$ cat src/rtl/stopwatch_core_pkg.sv
// stopwatch_core_pkg - shared constants and types for the stopwatch datapath.
//   BCD_W          width of one BCD digit
//   SEC_TENS_MAX   last legal value of a tens digit (seconds and minutes tens)
//   ONES_MAX       last legal value of a ones digit
//   ENABLED/DISABLED  strobe levels used by the mode FSM
//   stw_time_t     MM:SS as four BCD digits
package stopwatch_core_pkg;

  localparam int   BCD_W        = 4;
  localparam int   SEC_TENS_MAX = 5;
  localparam int   ONES_MAX     = 9;
  localparam logic ENABLED      = 1'b1;
  localparam logic DISABLED     = 1'b0;

  typedef logic [BCD_W-1:0] bcd_t;

  typedef struct packed {
    bcd_t min_tens;
    bcd_t min_ones;
    bcd_t sec_tens;
    bcd_t sec_ones;
  } stw_time_t;

  // Digit chain index 0 = sec_ones .. 3 = min_tens; even positions are ones digits.
  function automatic int digit_max(input int idx);
    return (idx % 2 == 0) ? ONES_MAX : SEC_TENS_MAX;
  endfunction

endpackage

$ cat src/rtl/stopwatch_core_bcd_digit_cnt.sv
// bcd_digit_cnt - one wrapping BCD digit, chained through carry.
//   clk    system clock
//   rst    asynchronous active-high reset
//   inc    advance by one this cycle
//   clr    synchronous zero, wins over inc
//   q      digit value, 0..MAX
//   carry  inc & (q==MAX): this digit wraps and the next one advances
module bcd_digit_cnt
  import stopwatch_core_pkg::*;
#(
  parameter int MAX = 9
) (
  input  logic clk,
  input  logic rst,
  input  logic inc,
  input  logic clr,
  output bcd_t q,
  output logic carry
);

  localparam bcd_t Q_MAX = bcd_t'(MAX);

  assign carry = inc & (q == Q_MAX);

  always_ff @(posedge clk or posedge rst) begin
    if (rst)      q <= '0;
    else if (clr) q <= '0;
    else if (inc) q <= (q == Q_MAX) ? '0 : q + 1'b1;
  end

endmodule

$ cat src/rtl/stopwatch_core.sv
// stopwatch_core - BCD MM:SS stopwatch datapath with lap-freezable display.
//   clk       system clock
//   rst       asynchronous active-high reset (released synchronously inside)
//   count_en  1 = running; prescaler and count advance only while high
//   lap_en    1 = display frozen; live count keeps running
//   clear     synchronous zero of prescaler, live, display (and ovf)
//   min_tens/min_ones/sec_tens/sec_ones  display digits, one clk behind live
//   running   registered count_en
//   ovf       sticky 59:59->00:00 wrap flag, only when STW_OVERFLOW_EN is defined
// Optional feature macro: STW_OVERFLOW_EN
module stopwatch_core
  import stopwatch_core_pkg::*;
#(
  parameter int TICK_DIV = 100_000_000,
  parameter int CNT_W    = 27
) (
  input  logic             clk,
  input  logic             rst,
  input  logic             count_en,
  input  logic             lap_en,
  input  logic             clear,
  output logic [BCD_W-1:0] min_tens,
  output logic [BCD_W-1:0] min_ones,
  output logic [BCD_W-1:0] sec_tens,
  output logic [BCD_W-1:0] sec_ones,
  output logic             running
`ifdef STW_OVERFLOW_EN
  ,
  output logic             ovf
`endif
);

  localparam logic [CNT_W-1:0] TICK_LAST = CNT_W'(TICK_DIV - 1);

  // Reset asserts immediately but releases on a clock edge, so no flop sees
  // a release racing the clock.
  logic [1:0] rst_sync;
  logic       rst_i;

  always_ff @(posedge clk or posedge rst) begin
    if (rst) rst_sync <= 2'b11;
    else     rst_sync <= {rst_sync[0], 1'b0};
  end

  assign rst_i = rst_sync[1];

  // Prescaler: holds while paused so a partial second survives pause/resume.
  logic [CNT_W-1:0] presc;
  logic             tick;

  assign tick = count_en & (presc == TICK_LAST);

  always_ff @(posedge clk or posedge rst_i) begin
    if (rst_i)         presc <= '0;
    else if (clear)    presc <= '0;
    else if (tick)     presc <= '0;
    else if (count_en) presc <= presc + 1'b1;
  end

  // Live count: four digits chained by carry, index 0 = sec_ones.
  logic [3:0][BCD_W-1:0] live;
  logic [3:0]            inc;
  logic [3:0]            carry;

  assign inc = {carry[2:0], tick};

  for (genvar g = 0; g < 4; g++) begin : g_dig
    bcd_digit_cnt #(.MAX(digit_max(g))) u_dig (
      .clk   (clk),
      .rst   (rst_i),
      .inc   (inc[g]),
      .clr   (clear),
      .q     (live[g]),
      .carry (carry[g])
    );
  end

  // Display: follows live one clk behind, holds while lapped.
  stw_time_t disp;

  always_ff @(posedge clk or posedge rst_i) begin
    if (rst_i) begin
      disp    <= '0;
      running <= 1'b0;
    end else begin
      running <= count_en;
      if (clear)                 disp <= '0;
      else if (lap_en == DISABLED) disp <= {live[3], live[2], live[1], live[0]};
    end
  end

  assign min_tens = disp.min_tens;
  assign min_ones = disp.min_ones;
  assign sec_tens = disp.sec_tens;
  assign sec_ones = disp.sec_ones;

`ifdef STW_OVERFLOW_EN
  // min_tens only carries when every lower digit is at its max: 59:59 wrap.
  always_ff @(posedge clk or posedge rst_i) begin
    if (rst_i)         ovf <= 1'b0;
    else if (clear)    ovf <= 1'b0;
    else if (carry[3]) ovf <= 1'b1;
  end
`else
  logic wrap_unused;
  assign wrap_unused = carry[3];
`endif

endmodule

$ cat config.mk
export PLATFORM = sky130hd
export DESIGN_NAME = stopwatch_core
export DESIGN_NICKNAME = d
export VERILOG_FILES = /design/src/rtl/stopwatch_core_pkg.sv /design/src/rtl/stopwatch_core_bcd_digit_cnt.sv /design/src/rtl/stopwatch_core.sv
export SDC_FILE = /design/constraint.sdc
export NUM_CORES = 1
export LEC_CHECK = 0
export CORE_ASPECT_RATIO = 1.25
export CORE_MARGIN = 5
export CORE_UTILIZATION = 53
export DETAILED_ROUTE_END_ITERATION = 16
export PLACE_DENSITY = 0.82
export SLEW_MARGIN = 5
export SYNTH_ARGS = -nofsm -noshare
export SYNTH_HDL_FRONTEND = slang
export SYNTH_SLANG_ARGS = --single-unit
$ cat constraint.sdc
create_clock -name clk -period 1.8 [get_ports clk]
set_input_delay 0.18 -clock clk [delete_from_list [all_inputs] [get_ports clk]]
set_output_delay 0.18 -clock clk [all_outputs]
set_load 0.05 [all_outputs]
==> results.yml <==
finish:
  final_common_cell: "buf_4"
  final_cell_mix: "buf_4 (67), dfrtp_1 (60), nor2_1 (47), clkdlybuf4s50_1 (21), nand2_1 (20)"
  antennaDiodeCount: 0
  layout-drive-gt1-share_pct: 28.5
  nNetsFinal: 433
  stdcell_area_sq_um: 4290
  area_growth_pct: 37.1
  stdcell_count: 490
  fill_cells: 342
synthesis:
  async_flop_share_pct: 100
  synth_cells: 322
  netlist_area_sq_um: 3130
  yosys_warnings: 0
  avgSynthCellArea_sq_um: 9.72
  synth-seq-cells: 62
  yosysSeqAreaShare_pct: 49.7
  synth_nets: 336
  synth_flop_cell: "dfrtp_1"
  ys_types: 47
  synth_edf_count: 0
global_routing:
  grt_overflow: 0
  use_met1_pct: 25.8
  grt_pass1_vias: 2870
  antenna_found_initial: 0
  grt_max_degree: 38
  grt_use_total_pct: 22.2
  gr-usage-met3_pct: 4.49
  use_met2_pct: 39.6
  grt.busiest_layer: "met2"
  grt_pass1_wl_um: 13200
status:
  outcome: "finished with violations"
  violations: "negative setup slack"
routing:
  drc: 0
  wl_um: 8390
  post_drt_wl_per_cell_um: 17.1
  dr.pass1.iters: 7
  vias: 2930
  routed_via_density: 5.98
  ant_nets: 0
  drt_iter0_drc: 254
critical_path:
  crit_fanout: 6
  crit_required_ns: 2.07
  critical_path_class: "reg2reg"
  crit_path_start_kind: "register"
  crit_chain: "or4_4, or3_1, or4_4, or4_4, a21oi_2"
  critPathSlowestCell: "or4_4"
  cp.arrival_ns: 2.67
  end_kind: "register"
  worst_path_most_repeated_cell: "or4_4"
  cpPeakStageDelay_ns: 0.54
timing:
  hold_violations: 0
  rsz0062_at_grt: "true"
  setup-violations-final: 43
  slew_headroom_pct: 62.6
  max_freq_ghz: 0.417
  fin_crit_ns: 2.40
  report.final.slew_viol_count: 0
  clock_skew_ns: 0.0115
  tightest_slew_ns: 0.560
  fin_setup_tns_ns: -19.85
  min_period_over_period_pct: 133
  fin_ws_ns: -0.597
clock_tree:
  numCtsBuffers: 9
  path_clk_slew_ns: 0.07
  ctsLongestPathBuffers: 2
  worst_skew_pair.late_latency_ns: 0.34
  cts.sinks: 62
  tritoncts: "built"
  root_buffer: "clkbuf_8"
  h-tree-depth: 3
place:
  dp_hpwl_um: 5170
  port_buffers: 21
  placed_area_sq_um: 3900
  placed_cells: 463
  gp_congestion: 0.843
power_and_ir_drop:
  power_density_nw_per_um2: 618
  ir_drop_mv: 0.439
  p_leak_nw: 1.91
  p_total_mw: 2.65
floorplanning:
  initial_utilization_pct: 54.1
  coreArea_sq_um: 5780
  die_x_um: 78.7
  fp-row-count: 31
  die-area_sq_um: 7550
  fp.dieH_um: 95.9
  boundaryPins: 22
worst_hold_path:
  hold_class: "in2async"
run:
  cap_violations: 0
## what timing repair did
action	CTS	global route
hold buffers	0	0
gates cloned	1	0
setup buffers	6	4
resized for setup	17	14
endpoints found under the setup margin	43	43
pin swaps	12	9
## path summary, 6_finish.rpt
kind                                            start  slack (ns)  cells past startpoint                         endpoint
worst max-delay path            presc[19]$_DFFE_PP0P_       -0.60                      5  g_dig[0].u_dig.q[2]$_DFFE_PP0P_
worst min-delay path                              rst        0.16                      2            rst_sync[1]$_DFF_PP1_
worst max register to register  presc[19]$_DFFE_PP0P_       -0.60                      5  g_dig[0].u_dig.q[2]$_DFFE_PP0P_
worst min register to register  rst_sync[1]$_DFF_PP1_        0.31                      1             presc[2]$_DFFE_PP0P_
max in group asynchronous       rst_sync[1]$_DFF_PP1_        0.93                      2             presc[5]$_DFFE_PP0P_
min in group clk                rst_sync[0]$_DFF_PP1_        0.36                      0            rst_sync[1]$_DFF_PP1_
## critical path: cells and delay by family (launching register included)
kind	cells	cell delay, ns
AOI/OAI and AO/OA	1	0.12
DFF	1	0.38
and+or+nand+nor	4	1.83
## where the power goes
group	internal, mW	total (mW)	switching, mW
logic	0.0532	0.140	0.0865
clock network	0.568	1.11	0.540
registers	1.40	1.41	0.00380
## final cells by class
cell class	count	area, sq um	share of cell area, %
Tap cell	66	82.6	1.92
Clock buffer	12	155	3.62
Inverter	14	56.3	1.31
Sequential cell	62	1550	36.2
Multi-Input combinational cell	233	1570	36.7
Clock inverter	4	22.5	0.525
Timing Repair Buffer	99	846	19.7
## metal layers
layer,share of wire (%),vias to the layer above
met2,51,146
met1,39,1424
li1,-,1322
met5,0,-
met4,3.5,0
met3,6.0,38
## registers in the layout, indices dropped and copies added (netlist names)
| register | flops |
|---|---|
| min_ones | 4 |
| sec_ones | 4 |
| rst_sync | 2 |
| presc | 27 |
| running | 1 |
| sec_tens | 4 |
| g_dig.u_dig.q | 16 |
| min_tens | 4 |
## synth_stat cells, types with 2 or more instances
library cell   n  share of area (%)
nand3_1       15                2.4
clkbuf_1      11                1.3
or4_1          5                1.2
mux2_2         3                1.1
mux2i_1       17                5.4
and3_1         2               0.40
xnor2_1       18                5.0
or2_2          2               0.40
o31ai_1        2               0.48
inv_1         14                1.7
nor4_1         7                1.4
dfstp_2        2                1.7
dfrtp_1       60                 48
a21oi_1       17                2.7
nand2_1       20                2.4
a21o_1         3               0.72
nand4_1        5                1.0
and3b_1        2               0.56
and4_1         2               0.56
nor3_1        13                2.1
o21ai_0       10                1.6
nor2b_1        2               0.40
nor2_1        48                5.8
or3_1         11                2.2
ha_1           9                3.6
## cells by family (layout without fill, tap and decap cells)
logic type	Yosys count	after routing	synth area share, %
AO/OA/AOI/OAI	39	39	7.40
adder cells (fa/ha/maj)	9	9	3.60
AND/OR/NAND/NOR	145	145	24.1
buffers and inverters	27	129	3.28
XOR/XNOR	19	19	5.32
flip-flops	62	62	49.7
other	1	1	0.120
multiplexers	20	20	6.52
## stage by stage
| stage | hold slack, ns | utilization [%] | worst slack (ns) |
|---|---|---|---|
| floorplan | 0.0915 | - | -0.630 |
| global placement | 0.305 | 67.5 | -0.569 |
| detailed placement | 0.318 | 67.5 | -0.611 |
| CTS | 0.143 | 72.8 | -0.577 |
| global route | 0.151 | 74.2 | -0.669 |
| finish | 0.157 | 74.2 | -0.597 |
(Power assumes the default switching activity.)
